==> config.mk <==
export PLATFORM = sky130hd
export DESIGN_NAME = sigmoid_arbiter_flat
export DESIGN_NICKNAME = d
export VERILOG_FILES = /design/src/rtl/sigmoid_arbiter_if.sv /design/src/rtl/sigmoid_arbiter.sv /design/src/flat_wrapper.sv
export SDC_FILE = /design/constraint.sdc
export NUM_CORES = 1
export LEC_CHECK = 0
export ABC_CLOCK_PERIOD_IN_PS = 2700
export CORE_ASPECT_RATIO = 1.2
export CORE_MARGIN = 8
export CORE_UTILIZATION = 42
export DETAILED_ROUTE_END_ITERATION = 6
export PLACE_DENSITY = 0.82
export SYNTH_ARGS = -nofsm -noshare
export SYNTH_HDL_FRONTEND = slang
export SYNTH_SLANG_ARGS = --single-unit
export TNS_END_PERCENT = 100
==> constraint.sdc <==
create_clock -name clk -period 2.7 [get_ports clk]
set_input_delay 0.54 -clock clk [delete_from_list [all_inputs] [get_ports clk]]
set_output_delay 0.54 -clock clk [all_outputs]
set_load 0.02 [all_outputs]
==> src/rtl/sigmoid_arbiter_if.sv <==
// Bundle of request, sigmoid-unit and response signals for sigmoid_arbiter.
//   master : requesters plus external sigmoid unit (drives operands, sig_y, rsp_ready)
//   slave  : the arbiter (drives req_ready, sig_x, rsp_valid, rsp_data, busy)
interface sigmoid_arbiter_if #(
    parameter int unsigned N_REQ  = 4,
    parameter int unsigned DATA_W = 32
);
    logic [N_REQ-1:0]        req_valid;
    logic [N_REQ*DATA_W-1:0] req_data;
    logic [N_REQ-1:0]        req_ready;
    logic [DATA_W-1:0]       sig_x;
    logic [DATA_W-1:0]       sig_y;
    logic [N_REQ-1:0]        rsp_valid;
    logic [N_REQ*DATA_W-1:0] rsp_data;
    logic [N_REQ-1:0]        rsp_ready;
    logic                    busy;

    modport master (
        output req_valid, req_data, sig_y, rsp_ready,
        input  req_ready, sig_x, rsp_valid, rsp_data, busy
    );

    modport slave (
        input  req_valid, req_data, sig_y, rsp_ready,
        output req_ready, sig_x, rsp_valid, rsp_data, busy
    );
endinterface

==> src/rtl/sigmoid_arbiter.sv <==
// Round-robin arbiter sharing one external combinational sigmoid unit among
// N_REQ requesters. One operation every two cycles: IDLE accepts an operand,
// EVAL presents it on sig_x and captures sig_y into the winner's result slot.
//   clk, rst_n : clock, asynchronous active-low reset
//   bus        : sigmoid_arbiter_if.slave (request / sigmoid / response signals)
module sigmoid_arbiter #(
    parameter int unsigned N_REQ  = 4,
    parameter int unsigned DATA_W = 32
) (
    input  logic             clk,
    input  logic             rst_n,
    sigmoid_arbiter_if.slave bus
);
    localparam int unsigned ID_W = $clog2(N_REQ);

    typedef enum logic {
        IDLE = 1'b0,
        EVAL = 1'b1
    } state_t;

    state_t                  state;
    state_t                  state_nxt;
    logic [DATA_W-1:0]       op_reg;
    logic [ID_W-1:0]         id_reg;
    logic [ID_W-1:0]         last_grant;
    logic [N_REQ-1:0]        rsp_valid_q;
    logic [N_REQ*DATA_W-1:0] rsp_data_q;

    logic [N_REQ-1:0]        eligible;
    logic                    grant_found;
    logic [ID_W-1:0]         grant_idx;
    logic [ID_W:0]           cand;
    logic                    accept;
    logic [N_REQ-1:0]        req_ready_int;
    logic [DATA_W-1:0]       sig_x_int;
    logic                    busy_int;

    // A requester with an unconsumed result may not start another operation.
    assign eligible = bus.req_valid & ~rsp_valid_q;

    // Round-robin search starting one past the last winner.
    always_comb begin
        grant_found = 1'b0;
        grant_idx   = '0;
        cand        = '0;
        for (int unsigned k = 1; k <= N_REQ; k++) begin
            cand = {1'b0, last_grant} + (ID_W+1)'(k);
            if (cand >= (ID_W+1)'(N_REQ)) begin
                cand = cand - (ID_W+1)'(N_REQ);
            end
            if (!grant_found && eligible[cand[ID_W-1:0]]) begin
                grant_found = 1'b1;
                grant_idx   = cand[ID_W-1:0];
            end
        end
    end

    assign accept = (state == IDLE) && grant_found;

    // State register.
    always_ff @(posedge clk or negedge rst_n) begin
        if (!rst_n) begin
            state <= IDLE;
        end else begin
            state <= state_nxt;
        end
    end

    // Next-state logic.
    always_comb begin
        state_nxt = state;
        case (state)
            IDLE:    if (grant_found) state_nxt = EVAL;
            EVAL:    state_nxt = IDLE;
            default: state_nxt = IDLE;
        endcase
    end

    // Output decode.
    always_comb begin
        req_ready_int = '0;
        sig_x_int     = '0;
        busy_int      = 1'b0;
        case (state)
            IDLE: begin
                if (grant_found) req_ready_int[grant_idx] = 1'b1;
            end
            EVAL: begin
                sig_x_int = op_reg;
                busy_int  = 1'b1;
            end
            default: ;
        endcase
    end

    // Operand capture on the accept edge.
    always_ff @(posedge clk or negedge rst_n) begin
        if (!rst_n) begin
            op_reg     <= '0;
            id_reg     <= '0;
            last_grant <= ID_W'(N_REQ - 1);
        end else if (accept) begin
            op_reg     <= bus.req_data[grant_idx*DATA_W +: DATA_W];
            id_reg     <= grant_idx;
            last_grant <= grant_idx;
        end
    end

    // Result slots: written when leaving EVAL, cleared on consume. The slot
    // being written cannot be valid, so set and clear never collide.
    always_ff @(posedge clk or negedge rst_n) begin
        if (!rst_n) begin
            rsp_valid_q <= '0;
            rsp_data_q  <= '0;
        end else begin
            for (int unsigned i = 0; i < N_REQ; i++) begin
                if (state == EVAL && id_reg == ID_W'(i)) begin
                    rsp_valid_q[i]                 <= 1'b1;
                    rsp_data_q[i*DATA_W +: DATA_W] <= bus.sig_y;
                end else if (rsp_valid_q[i] && bus.rsp_ready[i]) begin
                    rsp_valid_q[i] <= 1'b0;
                end
            end
        end
    end

    assign bus.req_ready = req_ready_int;
    assign bus.sig_x     = sig_x_int;
    assign bus.busy      = busy_int;
    assign bus.rsp_valid = rsp_valid_q;
    assign bus.rsp_data  = rsp_data_q;

endmodule
==> src/flat_wrapper.sv <==
// flat-port wrapper written by rule: the top's interface ports become plain ports
module sigmoid_arbiter_flat 
#(
    parameter int unsigned N_REQ  = 4,
    parameter int unsigned DATA_W = 32
)
  (clk, rst_n, bus_req_valid, bus_req_data, bus_sig_y, bus_rsp_ready, bus_req_ready, bus_sig_x, bus_rsp_valid, bus_rsp_data, bus_busy);
  sigmoid_arbiter_if #(.N_REQ(N_REQ), .DATA_W(DATA_W)) bus_i ();
  input  logic clk;
  input  logic rst_n;
  input wire logic [$bits(bus_i.req_valid)-1:0] bus_req_valid;
  input wire logic [$bits(bus_i.req_data)-1:0] bus_req_data;
  input wire logic [$bits(bus_i.sig_y)-1:0] bus_sig_y;
  input wire logic [$bits(bus_i.rsp_ready)-1:0] bus_rsp_ready;
  output wire logic [$bits(bus_i.req_ready)-1:0] bus_req_ready;
  output wire logic [$bits(bus_i.sig_x)-1:0] bus_sig_x;
  output wire logic [$bits(bus_i.rsp_valid)-1:0] bus_rsp_valid;
  output wire logic [$bits(bus_i.rsp_data)-1:0] bus_rsp_data;
  output wire logic [$bits(bus_i.busy)-1:0] bus_busy;
  assign bus_i.req_valid = bus_req_valid;
  assign bus_i.req_data = bus_req_data;
  assign bus_i.sig_y = bus_sig_y;
  assign bus_i.rsp_ready = bus_rsp_ready;
  assign bus_req_ready = bus_i.req_ready;
  assign bus_sig_x = bus_i.sig_x;
  assign bus_rsp_valid = bus_i.rsp_valid;
  assign bus_rsp_data = bus_i.rsp_data;
  assign bus_busy = bus_i.busy;
  sigmoid_arbiter #(.N_REQ(N_REQ), .DATA_W(DATA_W)) u_core (.clk(clk), .rst_n(rst_n), .bus(bus_i));
endmodule
==> reports/qor.txt <==
overflow left after global routing: 0
Compound-Gate Fraction of Synth Area: 0.0544
Post-Layout Cell Count: 1132
clk_lat worst skew: 430 ps
Mapped Avg Cell Area: 13.7 um2
normalized max-slew margin: 0.570
Critical Path RT: 2160 ps
Crit Path Max Fanout: 4
Ports: 339
adder-cell area share of the yosys netlist: 0
CTS Buffer Depth: 2
Synth Area in Simple Gates: 0.0639
post-cts hold buffer count: 0
EDFF count, synth: 0
drt pass-1 iters: 6
nets: 1068
layout cells sized above 1: 0.245
DRT iter0 DRCs: 247
startpoint types: register
cell row count: 53
synthesized net count: 708
CTS tree: yes
largest net degree at the start of global routing: 67
# DRC: 0
number of global-route vias before repair: 6420
top cells by area, synth: dfrtp_1, mux2_2, mux2i_1, o221ai_1, and2_1
Cell Pwr Density: 1330 nW/um2
FILL cells: 1302
RSZ-0062 raised after global routing: no
Hold WC Path Type: input port to async pin
CTS Root Cell: clkbuf_16
Synth top area share: 0.566
Setup-failing EPs final: 0
final hold vios: 0
Initial Utilization: 0.425
Layout area overhead: 61.2%
Crit. End Element: primary output
All-Layer GR Usage: 0.221
total die area: 22100 um2
count leader, synth: dfrtp_1
Inst Count DP: 1087
flop and latch count out of synthesis: 169
clk sinks: 169
Wirelength per Cell: 21.9 um
initial antenna violation count: 1
die height: 161 um
placer congestion estimate: 0.778
CP arrival: 2100 ps
Leak: 0.00508 uW
post-synthesis xor/xnor area fraction: 0
sequential cell area fraction in the yosys report: 0.573
Unique masters post-synth: 36
peak supply drop: 864 uV
Via density: 5.20
Primary FF master, synth: dfrtp_1
register clock-pin slew on the reported worst setup and hold paths: 80 ps
Synth Cell Area: 7380 um2
r2r worst-path depth: 7
mux contribution to synthesized area: 0.282
via count: 5882
yosys warns: 0
fmax: 378 MHz
Period Utilization, post-route: 0.979
Final Max Tran Viols: 0
core area: 17400 um2
Yosys top cell by area: dfrtp_1
crit path kind: register to primary output
Post-DP HPWL: 18200 um
outcome: completed
post-route ant nets: 0
Die Wd: 137 um
asr flop ratio synth: 1.00
Max-Cap Viols: 0
cells after synthesis: 538
final WL: 24800 um
global-route wire length before repair: 37400 um
Setup Skew: 14.5 ps
largest family of logic cells by synthesized area: multiplexers
worst r2r src: u_core.last_grant[1]$_DFFE_PN1P_
post-layout power: 15900 uW
number of flip-flops under the largest register name: 128
minimum clock period: 2640 ps
CTS Buf Count: 17
port bufs: 338
synth cell count leaders: dfrtp_1, mux2_2, mux2i_1, nand2_1
worst r2r dst: u_core.op_reg[29]$_DFFE_PN0P_
Least-Margin Pin Slew: 645 ps
H-tree levels: 4
reg2reg setup slack: 420 ps
-- area by class of cell --
class                      count  area, um2  area share
antenna                        1       2.50    0.000210
clock buffer                  17        425      0.0357
clock inverter                15        151      0.0127
inverter                       5       18.8     0.00158
multi-input combinational    330       3060       0.257
sequential                   169       4230       0.356
tap                          220        275      0.0231
timing repair buffer         375       3740       0.314
-- metrics by stage --
stage	area (um2)	hold slack (ps)	setup TNS (ps)	util	setup slack [ps]
finish	11900	119	0	0.685	57.8
global route	11900	152	0	0.685	7.43
CTS	11900	127	0	0.684	14.7
global placement	11100	460	-1330	0.640	-413
detailed placement	11100	465	-1560	0.640	-465
floorplan	7380	244	0	-	342
-- cell usage in the layout (no fill, tap or decap), types with 3 or more instances in the layout --
master,n
dfrtp_1,166
inv_1,4
dlygate4sd2_1,3
clkinvlp_4,3
mux2i_1,64
nor2_1,3
clkbuf_16,17
buf_12,5
inv_6,3
and2_1,32
nand2_1,38
o21ai_0,3
inv_8,5
clkdlybuf4s50_1,329
o221ai_1,32
buf_4,32
nand2b_4,4
mux2_2,128
-- how the worst max path moves through the flow --
stage / startpoint / endpoint / slack (ps)
global placement: bus_req_valid[3] / bus_req_ready[0] / -410
floorplan: u_core.bus.rsp_valid[3]$_DFFE_PN0P_ / bus_req_ready[3] / 340
CTS: bus_req_valid[0] / bus_req_ready[3] / 10
global route: u_core.last_grant[1]$_DFFE_PN1P_ / bus_req_ready[3] / 7
detailed placement: bus_req_valid[3] / bus_req_ready[0] / -460
finish: u_core.bus.rsp_valid[2]$_DFFE_PN0P_ / bus_req_ready[3] / 60
-- logic make-up (layout without fill, tap and decap cells) --
family                 after synthesis  after routing
AOI/OAI and AO/OA                   48             48
buffers and inverters               39            412
DFF                                169            169
muxes                              192            192
other                                0              1
and+or+nand+nor                     90             90
-- worst max-delay path: stages (launching register included) --
cell      delay (ps)
dfrtp_2          440
nand2b_4         160
a41o_4           290
buf_12           120
or3_4            390
nor2b_4          130
buf_6            130
-- power breakdown --
group | internal, uW | switching (uW) | total, uW | leakage [uW]
Clock | 1230 | 1140 | 2370 | 0.000276
Sequential | 3870 | 692 | 4560 | 0.00200
Combinational | 4610 | 4340 | 8950 | 0.00280
-- timing repair --
item                                    4_1_cts  5_1_grt
pin swaps                                     2        2
endpoints found under the setup margin        4        4
setup buffers                                 8        3
cloned                                        1        0
resized for setup                            29        6
-- per-layer routing --
| layer | global-route usage | routed length, um | up-vias |
|---|---|---|---|
| li1 | - | - | 2664 |
| met1 | 0.238 | 8980 | 2918 |
| met2 | 0.365 | 12100 | 258 |
| met3 | 0.116 | 3150 | 42 |
| met4 | 0.0713 | 552 | 0 |
| met5 | 0 | 0 | - |
No activity file was read; power rests on OpenSTA's default activity.
